File: src/rtl/joypad_pkg.sv
// joypad_pkg: shared constants for the joypad debouncer.
// Holds the button bit mapping, the button count and the 2-bit per-button
// debounce state encoding used by debounce_cell.
package joypad_pkg;

    // Number of physical buttons conditioned by the block.
    localparam int NUM_BUTTONS = 6;

    // Bit positions inside iRawButtons / oButtonRegister / oPressMask.
    localparam int JOY_RIGHT = 0;
    localparam int JOY_LEFT  = 1;
    localparam int JOY_UP    = 2;
    localparam int JOY_DOWN  = 3;
    localparam int JOY_A     = 4;
    localparam int JOY_B     = 5;

    // Per-button debounce state encoding.
    localparam logic [1:0] REL       = 2'd0;  // released and stable
    localparam logic [1:0] CHK_PRESS = 2'd1;  // candidate press being qualified
    localparam logic [1:0] HELD      = 2'd2;  // pressed and stable
    localparam logic [1:0] CHK_REL   = 2'd3;  // candidate release being qualified

endpackage

File: src/rtl/debounce_cell.sv
// debounce_cell: conditions one raw push-button.
// Contains a 2-flop synchroniser, a four-state debounce FSM with a
// saturating stability counter, and the registered level / press pulse.
// Optional feature macro: JOYPAD_AUTOREPEAT_EN adds a per-button repeat
// counter that re-pulses the press output while the button stays held.
module debounce_cell
    import joypad_pkg::*;
#(
    parameter int CNT_W           = 16,
    parameter int DEBOUNCE_CYCLES = 50000,
    parameter int REPEAT_DELAY    = 32'h8000,
    parameter int REPEAT_PERIOD   = 32'h2000
) (
    input  logic clk,
    input  logic rst_n,
    input  logic raw,
    output logic level,
    output logic press,
    output logic press_next
);

    // The entry edge into a CHK state is the first stable observation, so
    // the counter holds "stable cycles seen beyond the first". A change is
    // accepted once the incremented count reaches DEBOUNCE_CYCLES-1, which
    // gives exactly DEBOUNCE_CYCLES consecutive stable synced samples.
    localparam logic [CNT_W-1:0] LAST_CNT = CNT_W'(DEBOUNCE_CYCLES - 1);
    localparam logic [CNT_W-1:0] CNT_MAX  = {CNT_W{1'b1}};
    localparam bit               SINGLE   = (DEBOUNCE_CYCLES == 1);

    logic [1:0]       sync_reg;
    logic             synced;
    logic [1:0]       state_reg;
    logic [1:0]       state_next;
    logic [CNT_W-1:0] cnt_reg;
    logic [CNT_W-1:0] cnt_next;
    logic [CNT_W-1:0] cnt_inc;
    logic             level_reg;
    logic             level_next;
    logic             press_reg;
    logic             accept_press;

    assign synced = sync_reg[1];

    // Two-flop synchroniser for the asynchronous switch input.
    always_ff @(posedge clk or negedge rst_n) begin
        if (!rst_n) begin
            sync_reg <= 2'b00;
        end else begin
            sync_reg <= {sync_reg[0], raw};
        end
    end

    // Saturating increment so a long-stable input can never wrap the count.
    assign cnt_inc = (cnt_reg == CNT_MAX) ? cnt_reg : cnt_reg + 1'b1;

    // Debounce FSM: qualify each candidate level change for the full window.
    always_comb begin
        state_next   = state_reg;
        cnt_next     = cnt_reg;
        level_next   = level_reg;
        accept_press = 1'b0;
        case (state_reg)
            REL: begin
                if (synced) begin
                    cnt_next = '0;
                    if (SINGLE) begin
                        state_next   = HELD;
                        level_next   = 1'b1;
                        accept_press = 1'b1;
                    end else begin
                        state_next = CHK_PRESS;
                    end
                end
            end
            CHK_PRESS: begin
                if (!synced) begin
                    // Glitch shorter than the window: drop it.
                    state_next = REL;
                    cnt_next   = '0;
                end else if (cnt_inc == LAST_CNT) begin
                    state_next   = HELD;
                    cnt_next     = '0;
                    level_next   = 1'b1;
                    accept_press = 1'b1;
                end else begin
                    cnt_next = cnt_inc;
                end
            end
            HELD: begin
                if (!synced) begin
                    cnt_next = '0;
                    if (SINGLE) begin
                        state_next = REL;
                        level_next = 1'b0;
                    end else begin
                        state_next = CHK_REL;
                    end
                end
            end
            CHK_REL: begin
                if (synced) begin
                    // Release bounce: button still considered held.
                    state_next = HELD;
                    cnt_next   = '0;
                end else if (cnt_inc == LAST_CNT) begin
                    // Release accepted silently; no press pulse.
                    state_next = REL;
                    cnt_next   = '0;
                    level_next = 1'b0;
                end else begin
                    cnt_next = cnt_inc;
                end
            end
            default: begin
                state_next = REL;
                cnt_next   = '0;
                level_next = 1'b0;
            end
        endcase
    end

`ifdef JOYPAD_AUTOREPEAT_EN
    localparam logic [CNT_W-1:0] REP_DELAY  = CNT_W'(REPEAT_DELAY);
    localparam logic [CNT_W-1:0] REP_PERIOD = CNT_W'(REPEAT_PERIOD);

    logic [CNT_W-1:0] rep_cnt_reg;
    logic [CNT_W-1:0] rep_cnt_next;
    logic [CNT_W-1:0] rep_inc;
    logic             rep_armed_reg;
    logic             rep_armed_next;
    logic             rep_fire;
    logic             stay_held;

    // Only a cycle that both starts and ends in HELD advances the repeat
    // timer; any other cycle (including the acceptance edge) restarts it.
    assign stay_held = (state_reg == HELD) && (state_next == HELD);
    assign rep_inc   = (rep_cnt_reg == CNT_MAX) ? rep_cnt_reg : rep_cnt_reg + 1'b1;

    // Repeat timer: first interval is REPEAT_DELAY, then REPEAT_PERIOD.
    always_comb begin
        rep_cnt_next   = '0;
        rep_armed_next = 1'b0;
        rep_fire       = 1'b0;
        if (stay_held) begin
            rep_armed_next = rep_armed_reg;
            if (rep_inc == (rep_armed_reg ? REP_PERIOD : REP_DELAY)) begin
                rep_fire       = 1'b1;
                rep_cnt_next   = '0;
                rep_armed_next = 1'b1;
            end else begin
                rep_cnt_next = rep_inc;
            end
        end
    end

    // Repeat timer state.
    always_ff @(posedge clk or negedge rst_n) begin
        if (!rst_n) begin
            rep_cnt_reg   <= '0;
            rep_armed_reg <= 1'b0;
        end else begin
            rep_cnt_reg   <= rep_cnt_next;
            rep_armed_reg <= rep_armed_next;
        end
    end

    assign press_next = accept_press | rep_fire;
`else
    assign press_next = accept_press;
`endif

    // FSM, counter and registered outputs.
    always_ff @(posedge clk or negedge rst_n) begin
        if (!rst_n) begin
            state_reg <= REL;
            cnt_reg   <= '0;
            level_reg <= 1'b0;
            press_reg <= 1'b0;
        end else begin
            state_reg <= state_next;
            cnt_reg   <= cnt_next;
            level_reg <= level_next;
            press_reg <= press_next;
        end
    end

    assign level = level_reg;
    assign press = press_reg;

endmodule

File: src/rtl/joypad_debouncer.sv
// joypad_debouncer: six independent debounce cells feeding the pGB
// iButtonRegister, plus a registered joypad interrupt request that is
// high in the same cycle as any oPressMask bit.
// Optional feature macro: JOYPAD_AUTOREPEAT_EN (auto-repeat press pulses).
module joypad_debouncer
    import joypad_pkg::*;
#(
    parameter int CNT_W           = 16,
    parameter int DEBOUNCE_CYCLES = 50000,
    parameter int REPEAT_DELAY    = 32'h8000,
    parameter int REPEAT_PERIOD   = 32'h2000
) (
    input  logic                   iClock,
    input  logic                   iReset,
    input  logic [NUM_BUTTONS-1:0] iRawButtons,
    output logic [NUM_BUTTONS-1:0] oButtonRegister,
    output logic [NUM_BUTTONS-1:0] oPressMask,
    output logic                   oPressEvent
);

    logic [NUM_BUTTONS-1:0] press_next_bus;
    logic                   event_reg;

    genvar gi;
    generate
        for (gi = 0; gi < NUM_BUTTONS; gi++) begin : g_cell
            debounce_cell #(
                .CNT_W          (CNT_W),
                .DEBOUNCE_CYCLES(DEBOUNCE_CYCLES),
                .REPEAT_DELAY   (REPEAT_DELAY),
                .REPEAT_PERIOD  (REPEAT_PERIOD)
            ) u_cell (
                .clk       (iClock),
                .rst_n     (iReset),
                .raw       (iRawButtons[gi]),
                .level     (oButtonRegister[gi]),
                .press     (oPressMask[gi]),
                .press_next(press_next_bus[gi])
            );
        end
    endgenerate

    // Interrupt request: OR of the cells' next-cycle pulses, registered so
    // it lines up exactly with the registered oPressMask bits.
    always_ff @(posedge iClock or negedge iReset) begin
        if (!iReset) begin
            event_reg <= 1'b0;
        end else begin
            event_reg <= |press_next_bus;
        end
    end

    assign oPressEvent = event_reg;

endmodule

File: config.mk
export PLATFORM = sky130hd
export DESIGN_NAME = joypad_debouncer
export DESIGN_NICKNAME = d
export VERILOG_FILES = /design/src/rtl/joypad_pkg.sv /design/src/rtl/debounce_cell.sv /design/src/rtl/joypad_debouncer.sv
export SDC_FILE = /design/constraint.sdc
export NUM_CORES = 1
export LEC_CHECK = 0
export ABC_AREA = 1
export ABC_CLOCK_PERIOD_IN_PS = 2300
export CAP_MARGIN = 10
export CORE_ASPECT_RATIO = 0.75
export CORE_UTILIZATION = 57
export DETAILED_ROUTE_END_ITERATION = 16
export PLACE_DENSITY = 0.77
export SYNTH_ARGS = -nofsm -noshare
export SYNTH_HDL_FRONTEND = slang
export SYNTH_SLANG_ARGS = --single-unit
File: constraint.sdc
create_clock -name iClock -period 2.3 [get_ports iClock]
set_input_delay 0.69 -clock iClock [delete_from_list [all_inputs] [get_ports iClock]]
set_output_delay 0.69 -clock iClock [all_outputs]
set_load 0.01 [all_outputs]
After elaboration in Yosys (flattened, before gate mapping)
Index checks and enable logic that the tools add are counted.
{ "totals": {"ff_bits": 133, "elab_cells": 278, "inputBits": 8, "out_inout_bits": 13} }
{ "classes": {"n_mux": 132, "reduce_logical": 31, "n_eq_ne": 78, "add_sub_neg": 6} }
{ "ops": {"columns": ["op", "count"], "rows": [
  ["16-bit 2-to-1 mux", 36],
  ["16-bit case mux with 4 select lines", 6],
  ["16-bit == test, second input constant", 12],
  ["16-bit by 1-bit adder with 16-bit output, second input constant", 6],
  ["2-bit 2-to-1 mux", 36],
  ["2-bit by 1-bit inequality test with 1-bit output, second input constant", 24],
  ["2-bit case mux with 4 select lines", 6],
  ["1-bit 2-to-1 mux", 42],
  ["5-bit AND reduction", 6],
  ["2-bit == test, second input constant", 12],
  ["2-bit inequality test, second input constant", 12],
  ["4-bit AND reduction", 6],
  ["3-bit by 1-bit inequality test with 1-bit output, second input constant", 6],
  ["3-bit inequality test, second input constant", 6],
  ["2-bit by 1-bit == test with 1-bit output, second input constant", 6],
  ["2-bit zero test", 6],
  ["1-bit case mux with 2 select lines", 6],
  ["2-bit AND reduction", 6],
  ["2-bit nonzero test", 6],
  ["6-bit OR reduction", 1]
]} }

Depth between registers and ports, before layout
Gate-level depths: netlist of the first run.
{ "logic_depth": {"word_depth": 7, "depth_mapped": 16, "mapped_depth_nobuf": 16} }

Modules after synthesis
A second synthesis of the first run with hierarchy kept.
{ "unflattened": {"cells_unflattened": 1254, "hier_area_um2": 9370.2} }
{ "by_module_without_submodules": {"columns": ["mod", "n_inst", "cells_per_inst", "seq_area_each_um2", "area_each_um2"], "rows": [
  ["debounce_cell at g_cell[1].u_cell ...", 3, 210, 550.5, 1560.2],
  ["debounce_cell at g_cell[4].u_cell", 1, 209, 550.5, 1585.3],
  ["debounce_cell at g_cell[0].u_cell", 1, 214, 550.5, 1571.5],
  ["debounce_cell at g_cell[5].u_cell", 1, 196, 550.5, 1491.4],
  ["joypad_debouncer", 1, 5, 25.0, 41.3]
]} }

Worst setup path after synthesis of the first run
Ideal clock, no wire load.
{ "synth_timing": {"path_type": "reg2reg", "start": "register g_cell[4].u_cell.cnt_reg[0]", "end": "register g_cell[4].u_cell.cnt_reg[10]", "path_stages_with_launch": 14, "path_buffers": 1, "setup_ns": 0.132, "setup_slack_ns": 0.199, "arrival_time_ns": 1.969, "required_ns": 2.168, "synth_period_minus_slack_ns": 2.101, "path_cell_list": "dfrtp_1 ha_1 nand3_1 nor2_2 nand2_1 nor2_2 or2_2 nor2_1 nand2_1 nor2_2 nand2_2 nand2_2 buf_6 o22ai_1"} }
{ "synth_via": {"elab_chain_len": 6, "elab_cells_between_ends": 8, "cone_classes": "add/sub (1); eq/ne (2); mux (5)"} }
{ "synth_lines": {"columns": ["element", "line", "rtl"], "rows": [
  ["start, declared", "debounce_cell.sv:34", "logic [CNT_W-1:0] cnt_reg;"],
  ["start signal, assigned", "debounce_cell.sv:181", "cnt_reg <= cnt_next;"],
  ["16-bit by 1-bit adder with 16-bit output / 16-bit == test (equally long branches)", "debounce_cell.sv:54", "assign cnt_inc = (cnt_reg == CNT_MAX) ? cnt_reg : cnt_reg + 1'b1;"],
  ["16-bit 2-to-1 mux *", "debounce_cell.sv:54", null],
  ["16-bit == test", "debounce_cell.sv:80, debounce_cell.sv:105", null],
  ["16-bit 2-to-1 mux *", "debounce_cell.sv:80, debounce_cell.sv:105", null],
  ["16-bit 2-to-1 mux, on equally long branches", "debounce_cell.sv:101, debounce_cell.sv:76", null],
  ["16-bit case mux with 4 select lines *", "debounce_cell.sv:62", "case (state_reg)"]
]} }
Every way passes the cells marked *; elsewhere a longest branch is shown, timed or not.
A chain may end at the register's enable or synchronous reset.

Worst setup path in the final report of the first run
{ "layout_timing": {"start": "register g_cell[2].u_cell.cnt_reg[1]", "end": "register g_cell[2].u_cell.cnt_reg[5]"} }
{ "layout_via": {"elab_chain_len": 6, "elab_cells_between_ends": 8, "cone_classes": "add/sub (1); eq/ne (2); mux (5)"} }
{ "layout_lines": {"columns": ["element", "line"], "rows": [
  ["start, declared", "debounce_cell.sv:34"],
  ["start signal, assigned", "debounce_cell.sv:181"],
  ["16-bit by 1-bit adder with 16-bit output / 16-bit == test (equally long branches)", "debounce_cell.sv:54"],
  ["16-bit 2-to-1 mux *", "debounce_cell.sv:54"],
  ["16-bit == test", "debounce_cell.sv:80, debounce_cell.sv:105"],
  ["16-bit 2-to-1 mux *", "debounce_cell.sv:80, debounce_cell.sv:105"],
  ["16-bit 2-to-1 mux, on equally long branches", "debounce_cell.sv:101, debounce_cell.sv:76"],
  ["16-bit case mux with 4 select lines *", "debounce_cell.sv:62"]
]} }
Marked as above.

==> results.md, run 1 <==
- Vias per inst: 5.46
- Pre-CTS WS: -0.0471 ns
- XOR/XNOR Fraction of Synth Area: 3.56%
- Simple-gate share of the synthesized area: roughly 34%
- Cell area after layout: 10100 µm²
- DRC viols: 0
- Worst vdd ir: 0.000526 V
- Clk sinks: 133
- Drt pass-1 iters: 5
- CP arrival: 2.50 ns
- CTS tree: built
- Final Max Tran Viols: 0
- Final period utilization: 96.5%
- Cells after DPL: 1440
- Hold Worst Slack: approximately 0.15 ns
- Iter 0 DRT Violations: 792
- Pwr dens: 704 nW/µm²
- Finish-stage setup viols: 0
- Buffers on Ports: 20
- Worst min path class: in -> async
- Post-synthesis sequential area ratio: between 30 and 40%
- Least-Margin Pin Slew: 1.11 ns
- # IOs: 21
- CTS clk-pin slew, worst paths: 0.06 ns
- Most instantiated library cell after synthesis: nand2_1
- CTS Root Cell: clkbuf_16
- Proportion of layout cells with a drive suffix above 1: 16.7%
- Synthesized flop and latch total: 133
- # rows: 38
- Die Y: roughly 110 µm
- Final Power: 7.10 mW
- Synth Cell Area: 8620 µm²
- Number of synthesized flops with an enable pin: 0
- Antenna diodes: 0
- Max FFs per register: 96
- Ranking of synthesized cells by area: dfrtp_1 39%, nand2_1 14%, inv_1 7.9%
- Leak Pwr: 4.63 nW
- Total gr overflow: 0
- Unique masters post-synth: 38
- Final Hold Vio Count: 0
- Mean Syn Cell Area: 7.15 µm²
- Clock tree buffer depth: 2
- Largest driver fanout on the critical path: 8
- Max Cap Viol: 0
- Num CTS Buffers: 17
- Crit path required time: approximately 2.6 ns
- Layout overhead on the synthesized area: 17.1%
- Crit path capture type: flop
- Die width: 144 µm
- Fmax: 0.450 GHz
- Initial antenna violation count: 0
- Critical Setup Path Class: reg -> reg
- Yosys warnings: 0
- Startpoint types: flop
- Drt wl/cell: 14.3 µm
- DRT Wirelength: ~21 mm
- Area of the core: 14600 µm²
- Routed via count: 8103
- Post-synthesis mux area share: 0%
- Nets: 1285
- Post-Synthesis Cells: ~1200
- Antenna Violating Nets Remaining: 0
- Crit path time final: 2.22 ns
- Placed cell area: 9180 µm²
- Starting density of the core: 59.0%
- GPL Wtd Cong: 0.965
- Largest net degree at the start of global routing: 53
- Clock Skew: 0.00660 ns
- Fin worst setup slack: 0.0795 ns
- Fin util: 69.1%
- Global-route wire length before repair: 34.6 mm
- Clock Latency Late Sink: 0.42 ns
- Outcome: finished, final reports clean
- Hpwl dp: 14.8 mm
- Largest family of logic cells by synthesized area: simple AND/OR/NAND/NOR gates
- Post-synth top cells: 323 x nand2_1, 181 x inv_1, 138 x nor2_1
- Vias in the first global route: 7258
- # hold bufs at CTS: 0
- Fin Setup TNS: 0 ns
- Post-Layout Cell Count: 1483
- Post-Synth Adder-Cell Area: 0.871%
- Die area: 15600 µm²
- Worst rel slew slack: 25.8%
- Yosys top cell by area: dfrtp_1
- Ys flop type: dfrtp_1
- Net Count, Synth: 1219
- GRT Overall Usage: 28.3%
- RSZ-0062 raised after global routing: yes
- Ys async rst share: 100%
- Post-synth top area share: 38.6%
- Compound-gate portion of the synthesized area: about an eighth
- H-Tree Depth: 4
[critical path, stage by stage (launching register included)]
cell and delay (ns):
dfrtp_1 0.44, ha_4 0.18, nand3_4 0.11, nor2_4 0.16
nand2_4 0.08, nor2_8 0.18, inv_4 0.07, nand2_1 0.07
inv_1 0.05, nor2_1 0.12, nand2_2 0.10, nor2_4 0.14
nand2_4 0.11, nand2_4 0.18, o22ai_2 0.08
[report_power, final]
part	leakage (nW)	switching [mW]	internal, mW	total, mW
Sequential	1.80	0.202	2.53	2.73
Combinational	2.56	1.13	0.551	1.68
Clock	0.277	1.05	1.64	2.69
Total	4.63	2.38	4.72	7.10
[timing repair]
| item | CTS | global route |
|---|---|---|
| setup buffers | 0 | 10 |
| setup endpoints to repair | 21 | 112 |
| cloned | 0 | 2 |
| pin swaps | 0 | 9 |
| gates resized for setup | 7 | 58 |
| hold endpoints to repair | 0 | 0 |
[area by class of cell]
class / instances / area [µm²]
clock buffers: 19 / 453
clock inverters: 12 / 131
fillers: 1195 / 4510
inverters: 186 / 703
multi-input cells: 860 / 4600
flip-flops and latches: 133 / 3330
well taps: 200 / 250
repair buffers: 73 / 619
[cell families (layout without fill, tap and decap cells)]
logic type               Yosys count  after routing
buffers and inverters            214            290
adder cells (fa/ha/maj)            6              6
XOR/XNOR                          35             35
AND/OR/NAND/NOR                  661            663
AO/OA/AOI/OAI                    156            156
flip-flops                       133            133
[metal layers]
metal	vias to the layer above	global-route usage, %	share of wire, %
li1	3997	-	-
met1	3814	43.3	49
met2	271	41.0	44
met3	21	5.00	6.5
met4	0	7.07	0.98
met5	-	0	0
[layout by cell type (no fill, tap or decap), types with 18 or more instances in the layout]
cell type        count
dfrtp_1            131
o21ai_0             40
a21oi_1             29
nand2_1            320
o22ai_1             41
clkdlybuf4s50_1     19
buf_4               50
nor2_2              25
nand4_1             31
inv_1              180
xor2_1              33
nor2_1             125
nand3_1             98
o22ai_2             18
[path summary, 6_finish.rpt]
check                      slack, ns                                    start                                        to  cells after the start
max                             0.08  g_cell[2].u_cell.cnt_reg[1]$_DFFE_PN0P_   g_cell[2].u_cell.cnt_reg[5]$_DFFE_PN0P_                     14
min                             0.15                                   iReset  g_cell[0].u_cell.cnt_reg[13]$_DFFE_PN0P_                      1
max reg2reg                     0.08  g_cell[2].u_cell.cnt_reg[1]$_DFFE_PN0P_   g_cell[2].u_cell.cnt_reg[5]$_DFFE_PN0P_                     14
min reg2reg                     0.35   g_cell[3].u_cell.sync_reg[0]$_DFF_PN0_    g_cell[3].u_cell.sync_reg[1]$_DFF_PN0_                      0
max in group asynchronous       1.49                                   iReset    g_cell[5].u_cell.sync_reg[0]$_DFF_PN0_                      2
min in group iClock             0.35   g_cell[3].u_cell.sync_reg[0]$_DFF_PN0_    g_cell[3].u_cell.sync_reg[1]$_DFF_PN0_                      0
Power figures use the tool's default switching activity.
==> run 2: changes to the inputs <==
--- a/config.mk
+++ b/config.mk
@@ -9,6 +9,7 @@
 export ABC_CLOCK_PERIOD_IN_PS = 2300
 export CAP_MARGIN = 10
 export CORE_ASPECT_RATIO = 0.75
+export CORE_MARGIN = 1.5
 export CORE_UTILIZATION = 57
 export DETAILED_ROUTE_END_ITERATION = 16
 export PLACE_DENSITY = 0.77
==> run 2 against run 1 <==
Hold slack better by 0.041 ns. Final area is 1.5% higher. Routed wire length is 1.9% higher. Total power up 3.2%. Fmax down 3.1%. Non-clock buffer count is 13 higher. Critical path depth is 1 lower. Register-to-register slack got worse by 0.07 ns. Core utilization rose by 1.1 points. Count of clock-buffer cells in the layout rose by 3. Critical endpoint is now g_cell[2].u_cell.cnt_reg[7]$_DFFE_PN0P_. Largest power group is now the clock network.
==> results.md, run 2 (synthesized netlist as in run 1, its figures left out) <==
- Pre-CTS WS: -0.0621 ns (was -0.0471 ns)
- Routed via count: 8179 (was 8103)
- Clock Latency Late Sink: 0.43 ns (was 0.42 ns)
- Crit path required time: 2.58 ns (about the same)
- DRT Wirelength: 21.6 mm (was 21.1 mm)
- Final Hold Vio Count: 0 (unchanged)
- Crit path capture type: flop (unchanged)
- GPL Wtd Cong: 0.954 (was 0.965)
- GRT Overall Usage: 27.3% (was 28.3%)
- Iter 0 DRT Violations: 871 (was 792)
- Worst min path class: in -> async (unchanged)
- Die width: 145 µm (was 144 µm)
- Nets: 1299 (was 1285)
- Final period utilization: 99.7% (was 96.5%)
- Antenna diodes: 0 (unchanged)
- Crit path time final: 2.29 ns (was 2.22 ns)
- Post-Layout Cell Count: 1497 (was 1483)
- Initial antenna violation count: 0 (unchanged)
- Vias per inst: 5.46 (about the same)
- Outcome: finished, final reports clean (unchanged)
- Reg2reg end: g_cell[2].u_cell.cnt_reg[7]$_DFFE_PN0P_ (was g_cell[2].u_cell.cnt_reg[5]$_DFFE_PN0P_)
- Vias in the first global route: 7238 (was 7258)
- Layout overhead on the synthesized area: 18.9% (was 17.1%)
- # IOs: 21 (unchanged)
- Pwr dens: 715 nW/µm² (was 704 nW/µm²)
- Worst rel slew slack: 29.4% (was 25.8%)
- Drt wl/cell: 14.4 µm (was 14.3 µm)
- CTS clk-pin slew, worst paths: 0.06 ns (about the same)
- Reg2Reg Depth: 13 (was 14)
- Num CTS Buffers: 17 (unchanged)
- Startpoint types: flop (unchanged)
- Clock tree buffer depth: 2 (unchanged)
- Leak Pwr: 4.70 nW (was 4.63 nW)
- Total gr overflow: 0 (unchanged)
- Worst vdd ir: 0.000521 V (was 0.000526 V)
- Die area: 15900 µm² (was 15600 µm²)
- Fmax: 0.436 GHz (was 0.450 GHz)
- CTS tree: built (unchanged)
- Max FFs per register: 96 (unchanged)
- Flop-to-flop setup slack: 0.008 ns (was 0.08 ns)
- Critical Setup Path Class: reg -> reg (unchanged)
- Antenna Violating Nets Remaining: 0 (unchanged)
- Area of the core: 14600 µm² (unchanged)
- Largest driver fanout on the critical path: 8 (unchanged)
- Global-route wire length before repair: 34.8 mm (was 34.6 mm)
- Max Cap Viol: 0 (unchanged)
- Cells after DPL: 1444 (was 1440)
- Hpwl dp: 15.0 mm (was 14.8 mm)
- CP arrival: 2.57 ns (was 2.50 ns)
- Highest-count cells in the layout ignoring fill and taps: 319 x nand2_1, 179 x inv_1, 129 x dfrtp_1 (was 320 x nand2_1, 180 x inv_1, 131 x dfrtp_1)
- Starting density of the core: 59.0% (unchanged)
- DRC viols: 0 (unchanged)
- Clock Skew: 0.00794 ns (was 0.00660 ns)
- Final Max Tran Viols: 0 (unchanged)
- Buffers on Ports: 20 (unchanged)
- Critical R2R Launch: g_cell[2].u_cell.cnt_reg[1]$_DFFE_PN0P_ (unchanged)
- Least-Margin Pin Slew: 1.06 ns (was 1.11 ns)
- # rows: 38 (unchanged)
- Die Y: 109 µm (was 108 µm)
- Finish-stage setup viols: 0 (unchanged)
- Proportion of layout cells with a drive suffix above 1: 18.1% (was 16.7%)
- Drt pass-1 iters: 6 (was 5)
- Clk sinks: 133 (unchanged)
- RSZ-0062 raised after global routing: yes (unchanged)
- # hold bufs at CTS: 0 (unchanged)
- Largest net degree at the start of global routing: 47 (was 53)
- Fin worst setup slack: 0.00753 ns (was 0.0795 ns)
- CTS Root Cell: clkbuf_16 (unchanged)
- Most common cell after layout, fill and taps aside: nand2_1 (unchanged)
- H-Tree Depth: 4 (unchanged)
-- run 2: cell count changes in the layout (fill, tap and decap cells not counted), sizes merged --
cell / delta
buf: +13
clkbuf: +3
clkinv: -3
bufinv: +1
clkinvlp: -1
nand2: +1
-- run 2: critical path, cell delays in order, from the launching register on --
cell	delay [ns]
dfrtp_1	0.41
ha_4	0.18
nand3_4	0.10
nor2_4	0.17
buf_4	0.14
nand3_1	0.06
nand2_1	0.09
nand2_1	0.06
o21ai_0	0.22
nand2_1	0.14
nor2_4	0.16
nand2_4	0.14
nand2_4	0.19
o22ai_2	0.08
-- run 2: final cells by class --
| cell class | count | area [µm²] |
|---|---|---|
| clock buffers | 22 | 464 |
| well taps | 200 | 250 |
| fillers | 1201 | 4350 |
| multi-input cells | 861 | 4640 |
| inverters | 186 | 706 |
| repair buffers | 86 | 722 |
| flip-flops and latches | 133 | 3330 |
| clock inverters | 9 | 128 |
-- run 2: how the worst max path moves through the flow --
stage | start | to | slack, ns | cells past startpoint
after floorplan | g_cell[4].u_cell.cnt_reg[0]$_DFFE_PN0P_ | g_cell[4].u_cell.cnt_reg[10]$_DFFE_PN0P_ | 0.20 | 13
after global placement | g_cell[4].u_cell.cnt_reg[0]$_DFFE_PN0P_ | flop | 0.01 | 13
after detailed placement | g_cell[3].u_cell.cnt_reg[1]$_DFFE_PN0P_ | flop | -0.06 | 14
after CTS | g_cell[4].u_cell.cnt_reg[0]$_DFFE_PN0P_ | g_cell[4].u_cell.level$_DFFE_PN0P_ | 0.007 | 13
after global routing | g_cell[3].u_cell.cnt_reg[0]$_DFFE_PN0P_ | flop | -0.09 | 14
final | g_cell[2].u_cell.cnt_reg[1]$_DFFE_PN0P_ | g_cell[2].u_cell.cnt_reg[7]$_DFFE_PN0P_ | 0.008 | 13
-- run 2: through the flow --
stage               TNS (ns)  power [mW]  instance area, µm²  utilization [%]  hold slack (ns)
finish                     0        7.33               10200             70.2            0.192
global route          -0.573        7.68               10200             70.2            0.223
global placement           0        4.27                9220             63.2            0.333
floorplan                  0        3.86                8620                -            0.331
CTS                        0        7.11                9830             67.4            0.197
detailed placement    -0.120        4.31                9220             63.2            0.335
-- run 2: metal layers --
metal / part of all wire, % / GRT usage, % / vias to the layer above
met5: 0 / 0 / -
met1: 49 / 40.4 / 3826
met2: 43 / 40.4 / 302
met3: 7.2 / 6.64 / 27
met4: 1.2 / 6.70 / 0
li1: - / - / 4024
-- run 2: where the power goes --
part	total (mW)	internal [mW]	switching, mW	leakage [nW]
clock	2.75	1.75	0.999	0.282
sequential	2.74	2.53	0.212	1.80
combinational	1.84	0.647	1.19	2.62
-- run 2: repair_timing --
item                                    CTS  global route
endpoints found under the setup margin    3           107
buffers inserted                          0            19
gates cloned                              0             3
resized for setup                         4            64
pin swaps                                 0            19
==> run 3: changes to the inputs <==
--- a/config.mk
+++ b/config.mk
@@ -11,6 +11,7 @@
 export CORE_ASPECT_RATIO = 0.75
 export CORE_MARGIN = 1.5
 export CORE_UTILIZATION = 57
+export CTS_CLUSTER_SIZE = 12
 export DETAILED_ROUTE_END_ITERATION = 16
 export PLACE_DENSITY = 0.77
 export SYNTH_ARGS = -nofsm -noshare
==> results of run 3 <==
Final layout, timing and power as in run 2 (identical DEF).
